==> src/rtl/fifo_pkg.sv <==
// fifo_pkg: shared FSM state type, skid-buffer depth and default widths for the FIFO read streamer
package fifo_pkg;
  localparam int SKID_DEPTH     = 2;
  localparam int OCC_W          = $clog2(SKID_DEPTH + 1);
  localparam int PTR_W          = $clog2(SKID_DEPTH);
  localparam int DEF_DATA_WIDTH = 8;
  localparam int DEF_CNT_WIDTH  = 16;
  typedef enum logic {RUN, FLUSH} state_e;
endpackage

==> src/rtl/fifo_rd_stream_if.sv <==
// fifo_rd_stream_if: FIFO read port (empty/rd_en/data_out) plus output stream handshake (m_valid/m_ready/m_data)
// master: the streamer side; slave: the FIFO plus downstream consumer side
interface fifo_rd_stream_if import fifo_pkg::*; #(
  parameter int DATA_WIDTH = DEF_DATA_WIDTH
);
  logic                  empty;
  logic                  rd_en;
  logic [DATA_WIDTH-1:0] data_out;
  logic                  m_valid;
  logic                  m_ready;
  logic [DATA_WIDTH-1:0] m_data;
  modport master (input empty, data_out, m_ready, output rd_en, m_valid, m_data);
  modport slave (output empty, data_out, m_ready, input rd_en, m_valid, m_data);
endinterface

==> src/rtl/fifo_skid_buf.sv <==
// fifo_skid_buf: 2-entry FIFO; simultaneous push and pop keep order and occupancy, clr empties it
// ports: rd_clk, rd_rst_n (sync, active-low), clr, push/din (tail write), pop/dout (head), occ
module fifo_skid_buf import fifo_pkg::*; #(
  parameter int DATA_WIDTH = DEF_DATA_WIDTH
) (
  input  logic                  rd_clk,
  input  logic                  rd_rst_n,
  input  logic                  clr,
  input  logic                  push,
  input  logic                  pop,
  input  logic [DATA_WIDTH-1:0] din,
  output logic [DATA_WIDTH-1:0] dout,
  output logic [OCC_W-1:0]      occ
);
  logic [DATA_WIDTH-1:0] mem_q [SKID_DEPTH];
  logic [DATA_WIDTH-1:0] mem_d [SKID_DEPTH];
  logic [PTR_W-1:0]      rd_ptr_q, rd_ptr_d, wr_ptr_q, wr_ptr_d;
  logic [OCC_W-1:0]      occ_q, occ_d;
  always_comb begin
    mem_d = mem_q;
    if (push) mem_d[wr_ptr_q] = din;
    wr_ptr_d = clr ? '0 : wr_ptr_q + PTR_W'(push);
    rd_ptr_d = clr ? '0 : rd_ptr_q + PTR_W'(pop);
    occ_d    = clr ? '0 : occ_q + OCC_W'(push) - OCC_W'(pop);
  end
  always_ff @(posedge rd_clk) begin
    if (!rd_rst_n) begin
      mem_q    <= '{default: '0};
      rd_ptr_q <= '0;
      wr_ptr_q <= '0;
      occ_q    <= '0;
    end else begin
      mem_q    <= mem_d;
      rd_ptr_q <= rd_ptr_d;
      wr_ptr_q <= wr_ptr_d;
      occ_q    <= occ_d;
    end
  end
  assign dout = mem_q[rd_ptr_q];
  assign occ  = occ_q;
endmodule

==> src/rtl/fifo_rd_stream.sv <==
// fifo_rd_stream: turns a 1-cycle-latency FIFO read port into a valid/ready stream with flush
// ports: rd_clk, rd_rst_n (sync, active-low), flush, bus (FIFO read + stream), word_cnt, busy (in FLUSH)
module fifo_rd_stream import fifo_pkg::*; #(
  parameter int DATA_WIDTH = DEF_DATA_WIDTH,
  parameter int CNT_WIDTH  = DEF_CNT_WIDTH
) (
  input  logic                 rd_clk,
  input  logic                 rd_rst_n,
  input  logic                 flush,
  fifo_rd_stream_if.master     bus,
  output logic [CNT_WIDTH-1:0] word_cnt,
  output logic                 busy
);
  localparam int LVL_W = OCC_W + 1;
  state_e                state_q, state_d;
  logic                  infl_q, infl_d, rdy_q, rdy_d, pop, clr, rd_en;
  logic [OCC_W-1:0]      occ;
  logic [LVL_W-1:0]      lvl;
  logic [CNT_WIDTH-1:0]  cnt_q, cnt_d;
  logic [DATA_WIDTH-1:0] head;
  fifo_skid_buf #(.DATA_WIDTH(DATA_WIDTH)) u_buf (
    .rd_clk  (rd_clk),
    .rd_rst_n(rd_rst_n),
    .clr     (clr),
    .push    (infl_q),
    .pop     (pop),
    .din     (bus.data_out),
    .dout    (head),
    .occ     (occ)
  );
  // lvl counts stored plus in-flight words after this cycle's pop, so a read is only issued when it has a slot
  // rdy_q holds off reads for one cycle after reset is released
  always_comb begin
    pop     = (occ != '0) && bus.m_ready;
    lvl     = LVL_W'(occ) + LVL_W'(infl_q) - LVL_W'(pop);
    rd_en   = rdy_q && state_q == RUN && !bus.empty && lvl < LVL_W'(SKID_DEPTH);
    clr     = flush || state_q == FLUSH;
    infl_d  = rd_en;
    rdy_d   = 1'b1;
    state_d = (flush || (state_q == FLUSH && infl_q)) ? FLUSH : RUN;
    cnt_d   = cnt_q + CNT_WIDTH'(pop);
  end
  always_ff @(posedge rd_clk) begin
    if (!rd_rst_n) begin
      state_q <= RUN;
      infl_q  <= 1'b0;
      rdy_q   <= 1'b0;
      cnt_q   <= '0;
    end else begin
      state_q <= state_d;
      infl_q  <= infl_d;
      rdy_q   <= rdy_d;
      cnt_q   <= cnt_d;
    end
  end
  assign bus.rd_en   = rd_en;
  assign bus.m_valid = occ != '0;
  assign bus.m_data  = head;
  assign word_cnt    = cnt_q;
  assign busy        = state_q == FLUSH;
endmodule

==> src/flat_wrapper.sv <==
// flat-port wrapper written by rule: the top's interface ports become plain ports
module fifo_rd_stream_flat import fifo_pkg::*;
#(
  parameter int DATA_WIDTH = DEF_DATA_WIDTH,
  parameter int CNT_WIDTH  = DEF_CNT_WIDTH
)
  (rd_clk, rd_rst_n, flush, word_cnt, busy, bus_empty, bus_data_out, bus_m_ready, bus_rd_en, bus_m_valid, bus_m_data);
  fifo_rd_stream_if #(.DATA_WIDTH(DATA_WIDTH)) bus_i ();
  input  logic rd_clk;
  input  logic rd_rst_n;
  input  logic flush;
  output logic [CNT_WIDTH-1:0] word_cnt;
  output logic busy;
  input wire logic [$bits(bus_i.empty)-1:0] bus_empty;
  input wire logic [$bits(bus_i.data_out)-1:0] bus_data_out;
  input wire logic [$bits(bus_i.m_ready)-1:0] bus_m_ready;
  output wire logic [$bits(bus_i.rd_en)-1:0] bus_rd_en;
  output wire logic [$bits(bus_i.m_valid)-1:0] bus_m_valid;
  output wire logic [$bits(bus_i.m_data)-1:0] bus_m_data;
  assign bus_i.empty = bus_empty;
  assign bus_i.data_out = bus_data_out;
  assign bus_i.m_ready = bus_m_ready;
  assign bus_rd_en = bus_i.rd_en;
  assign bus_m_valid = bus_i.m_valid;
  assign bus_m_data = bus_i.m_data;
  fifo_rd_stream #(.DATA_WIDTH(DATA_WIDTH), .CNT_WIDTH(CNT_WIDTH)) u_core (.rd_clk(rd_clk), .rd_rst_n(rd_rst_n), .flush(flush), .bus(bus_i), .word_cnt(word_cnt), .busy(busy));
endmodule
==> config.mk <==
export PLATFORM = sky130hd
export DESIGN_NAME = fifo_rd_stream_flat
export DESIGN_NICKNAME = d
export VERILOG_FILES = /design/src/rtl/fifo_pkg.sv /design/src/rtl/fifo_rd_stream_if.sv /design/src/rtl/fifo_skid_buf.sv /design/src/rtl/fifo_rd_stream.sv /design/src/flat_wrapper.sv
export SDC_FILE = /design/constraint.sdc
export NUM_CORES = 1
export LEC_CHECK = 0
export BUFFER_PORTS_ARGS = -buffer_cell sky130_fd_sc_hd__buf_4
export CORE_UTILIZATION = 47
export CTS_CLUSTER_SIZE = 10
export DETAILED_ROUTE_END_ITERATION = 16
export HOLD_SLACK_MARGIN = 0.08
export PLACE_DENSITY_LB_ADDON = 0.05
export SETUP_SLACK_MARGIN = 0.5
export SLEW_MARGIN = 10
export SYNTH_ARGS = -nofsm -noshare
export SYNTH_HDL_FRONTEND = slang
export SYNTH_SLANG_ARGS = --single-unit
==> constraint.sdc <==
create_clock -name rd_clk -period 1.7 [get_ports rd_clk]
set_input_delay 0 -clock rd_clk [delete_from_list [all_inputs] [get_ports rd_clk]]
set_output_delay 0 -clock rd_clk [all_outputs]
set_load 0.01 [all_outputs]
==> run_results.csv <==
group,metric,value,unit
critical_path,ff2ff_path_depth,7,
cts,cts.sinks,39,
timing,worst_pin_slew,0.474,ns
die,die_w,62.1,µm
critical_path,r2r_start,"u_core.u_buf.occ[1]",
detailed_routing,vias_per_cell,5.17,
finish,ff_latch_area,788,µm²
pwr,total_power,0.00184,W
finish,fin_cells,292,
critical_path,r2r_slack,-0.20,ns
synth,ys_seq_area_frac,0.460,
die,initial_core_util,0.501,
timing,finalCriticalPeriod,2.21,ns
cts,insertion_delay,0.35,ns
pwr,p_per_area,665,nW/µm²
critical_path,worst-path-max-fanout,2,
die,die-area,3850,µm²
synth,ys_seq_elements,39,
die,core,3390,µm²
critical_path,cp-endpoint,"bus_rd_en",
synth,syn_area_per_cell,9.75,µm²
synth,syn-instance-count,174,
synth,ys_types,27,
die,io_pins,40,
outcome,violations,"negative setup slack",
synth,synth_top_area_share,0.460,
critical_path,start_kind,"flip-flop",
timing,max_freq,453,MHz
grt,grt_max_degree,27,
finish,nets,265,
pwr,ir_worst_vdd,0.594,mV
timing,hold_violations,0,
critical_path,cp.arrival,2.21,ns
timing,slew_viol_final,0,
cts,cts.path.max_buffers,2,
synth,syn_area,1700,µm²
timing,slew_headroom,0.683,
grt,overflow,0,
pwr,power_leakage,1.15,nW
detailed_routing,drt_iter0_drc,47,
die,rows,21,
cts,cts_buffers,5,
synth,synth.top_cells.by_area,"dfxtp_1 (46%), mux2i_1 (12%), mux2_1 (5.3%)",
grt,gr-usage-all-layers,0.216,
die,die_h,62.1,µm
finish,n_antenna_cell,0,
timing,min_period_over_period,1.30,
synth,synth_ff_type,"dfxtp_1",
cts,clockRootBuffer,"clkbuf_4",
grt,grt_pass1_wl,6040,µm
timing,rsz0062_at_grt,"true",
outcome,outcome,"finished with violations",
timing,fin_skew,0.0103,ns
synth,ys_warn_count,0,
detailed_routing,wire_per_inst,14.3,µm
flow_run,max_cap_violations,0,
critical_path,crit_start,"u_core.u_buf.occ[1]",
finish,num-fill-cells,190,
detailed_routing,routed_wl,4190,µm
critical_path,crit_required,1.70,ns
finish,fin_area,2760,µm²
detailed_routing,first_pass_iters,4,
synth,synth_nets,194,
placement,io_buffers,39,
critical_path,end_kind,"primary output",
finish,utilization,0.814,
grt,grt_pass1_vias,1378,
finish,drive_gt1_frac,0.447,
detailed_routing,route.vias.total,1511,
hold_path,hp-class,"in2reg",
cts,path_clk_slew,0.11,ns
finish,area_growth,62.7,%
critical_path,timing.rr.end,"u_core.infl_q",
placement,placed_area,2160,µm²
cts,cts_tree,"built",
detailed_routing,drc,0,
timing,finalHoldWorstSlack,0.102,ns
synth,synth_top_cell_by_area,"dfxtp_1",
synth,synth-edff-count,0,
placement,placed_cells,262,
finish,multi_input_area,1120,µm²
grt,antenna_found_initial,0,
placement,dp_hpwl,2440,µm
cts,h-tree-depth,2,
placement,gp_congestion,0.706,
detailed_routing,antenna_left,0,
synth,async_flop_share,0,
timing,fin_ws,-0.507,ns
timing,setup_viol,15,
critical_path,worstSetupPathType,"reg2out",
-- metal layers --
layer	vias up	GRT usage	part of all wire	wire length [µm]
met3	10	0.0580	0.041	170
met1	720	0.274	0.44	1850
met2	36	0.350	0.49	2070
met4	0	0.0857	0.023	95
met5	-	0	0	0
li1	745	-	-	-
-- worst min-delay path by stage --
stage | from | endpoint | depth (start not counted)
after floorplan | rd_rst_n | u_core.rdy_q | 0
after global placement | flush | u_core.busy | 3
after detailed placement | flush | u_core.busy | 3
after CTS | bus_empty | u_core.infl_q | 4
after global routing | bus_empty | u_core.infl_q | 4
final | bus_empty | u_core.infl_q | 4
-- cell families after synthesis --
| family | Yosys count | share of synthesized area |
|---|---|---|
| buf+inv | 14 | 0.0310 |
| simple gates | 66 | 0.203 |
| fa+ha+maj | 7 | 0.0560 |
| compound gates | 14 | 0.0472 |
| flops | 39 | 0.460 |
| xor+xnor | 5 | 0.0258 |
| mux | 29 | 0.177 |
-- cell usage after synthesis, drive strengths merged (4+ instances only) --
cell type and instances:
dfxtp 39, nor2 23, inv 8, mux2i 21, nor4 6, nand2 10, nand2b 5, clkbuf 6
nand4 4, nand3 6, ha 6, a21oi 7, mux2 8
-- critical path, cell delays in order, from the launching register on --
cell and delay (ns):
dfxtp_2 0.34, o21a_1 0.19, ha_1 0.28, inv_2 0.07, ha_4 0.13, fa_2 0.47, nor4_4 0.23, buf_4 0.16
-- final cells by class --
| class | count | area share |
|---|---|---|
| flip-flops and latches | 39 | 0.286 |
| clock buffers | 6 | 0.0150 |
| clock inverters | 2 | 0.0218 |
| repair buffers | 70 | 0.238 |
| inverters | 8 | 0.0109 |
| multi-input cells | 121 | 0.408 |
| well taps | 46 | 0.0209 |
-- repair_timing --
action / CTS / global route
hold buffers: 10 / 0
gates resized for setup: 50 / 15
pin swaps: 15 / 7
setup buffers: 6 / 6
setup endpoints to repair: 44 / 31
hold endpoints to repair: 30 / 0
-- state kept, by name (all words and copies together) (netlist names) --
signal,cells
u_core.rdy_q,1
u_core.u_buf.occ,2
u_core.u_buf.mem_q,16
u_core.word_cnt,16
u_core.u_buf.wr_ptr_q,1
u_core.busy,1
u_core.u_buf.rd_ptr_q,1
u_core.infl_q,1
-- stage by stage --
stage	setup WS [ns]	TNS [ns]
final	-0.507	-2.13
after global routing	-0.623	-3.39
after CTS	-0.542	-1.14
after detailed placement	-0.244	-1.23
after global placement	-0.192	-0.638
after floorplan	-0.288	-0.479
-- power by group --
part | switching, W | internal [W]
clock network | 0.000301 | 0.000459
logic | 0.0000616 | 0.0000834
registers | 0.00000781 | 0.000923
total | 0.000370 | 0.00147
-- cell usage in the layout (no fill, tap or decap), drive strengths merged, types with 7 or more instances in the layout --
cell and instances:
buf 60, dfxtp 39, nor2 23, mux2i 21
dlygate4sd3 10, nand2 10, mux2 8, inv 8
a21oi 7
(Power assumes the default switching activity.)
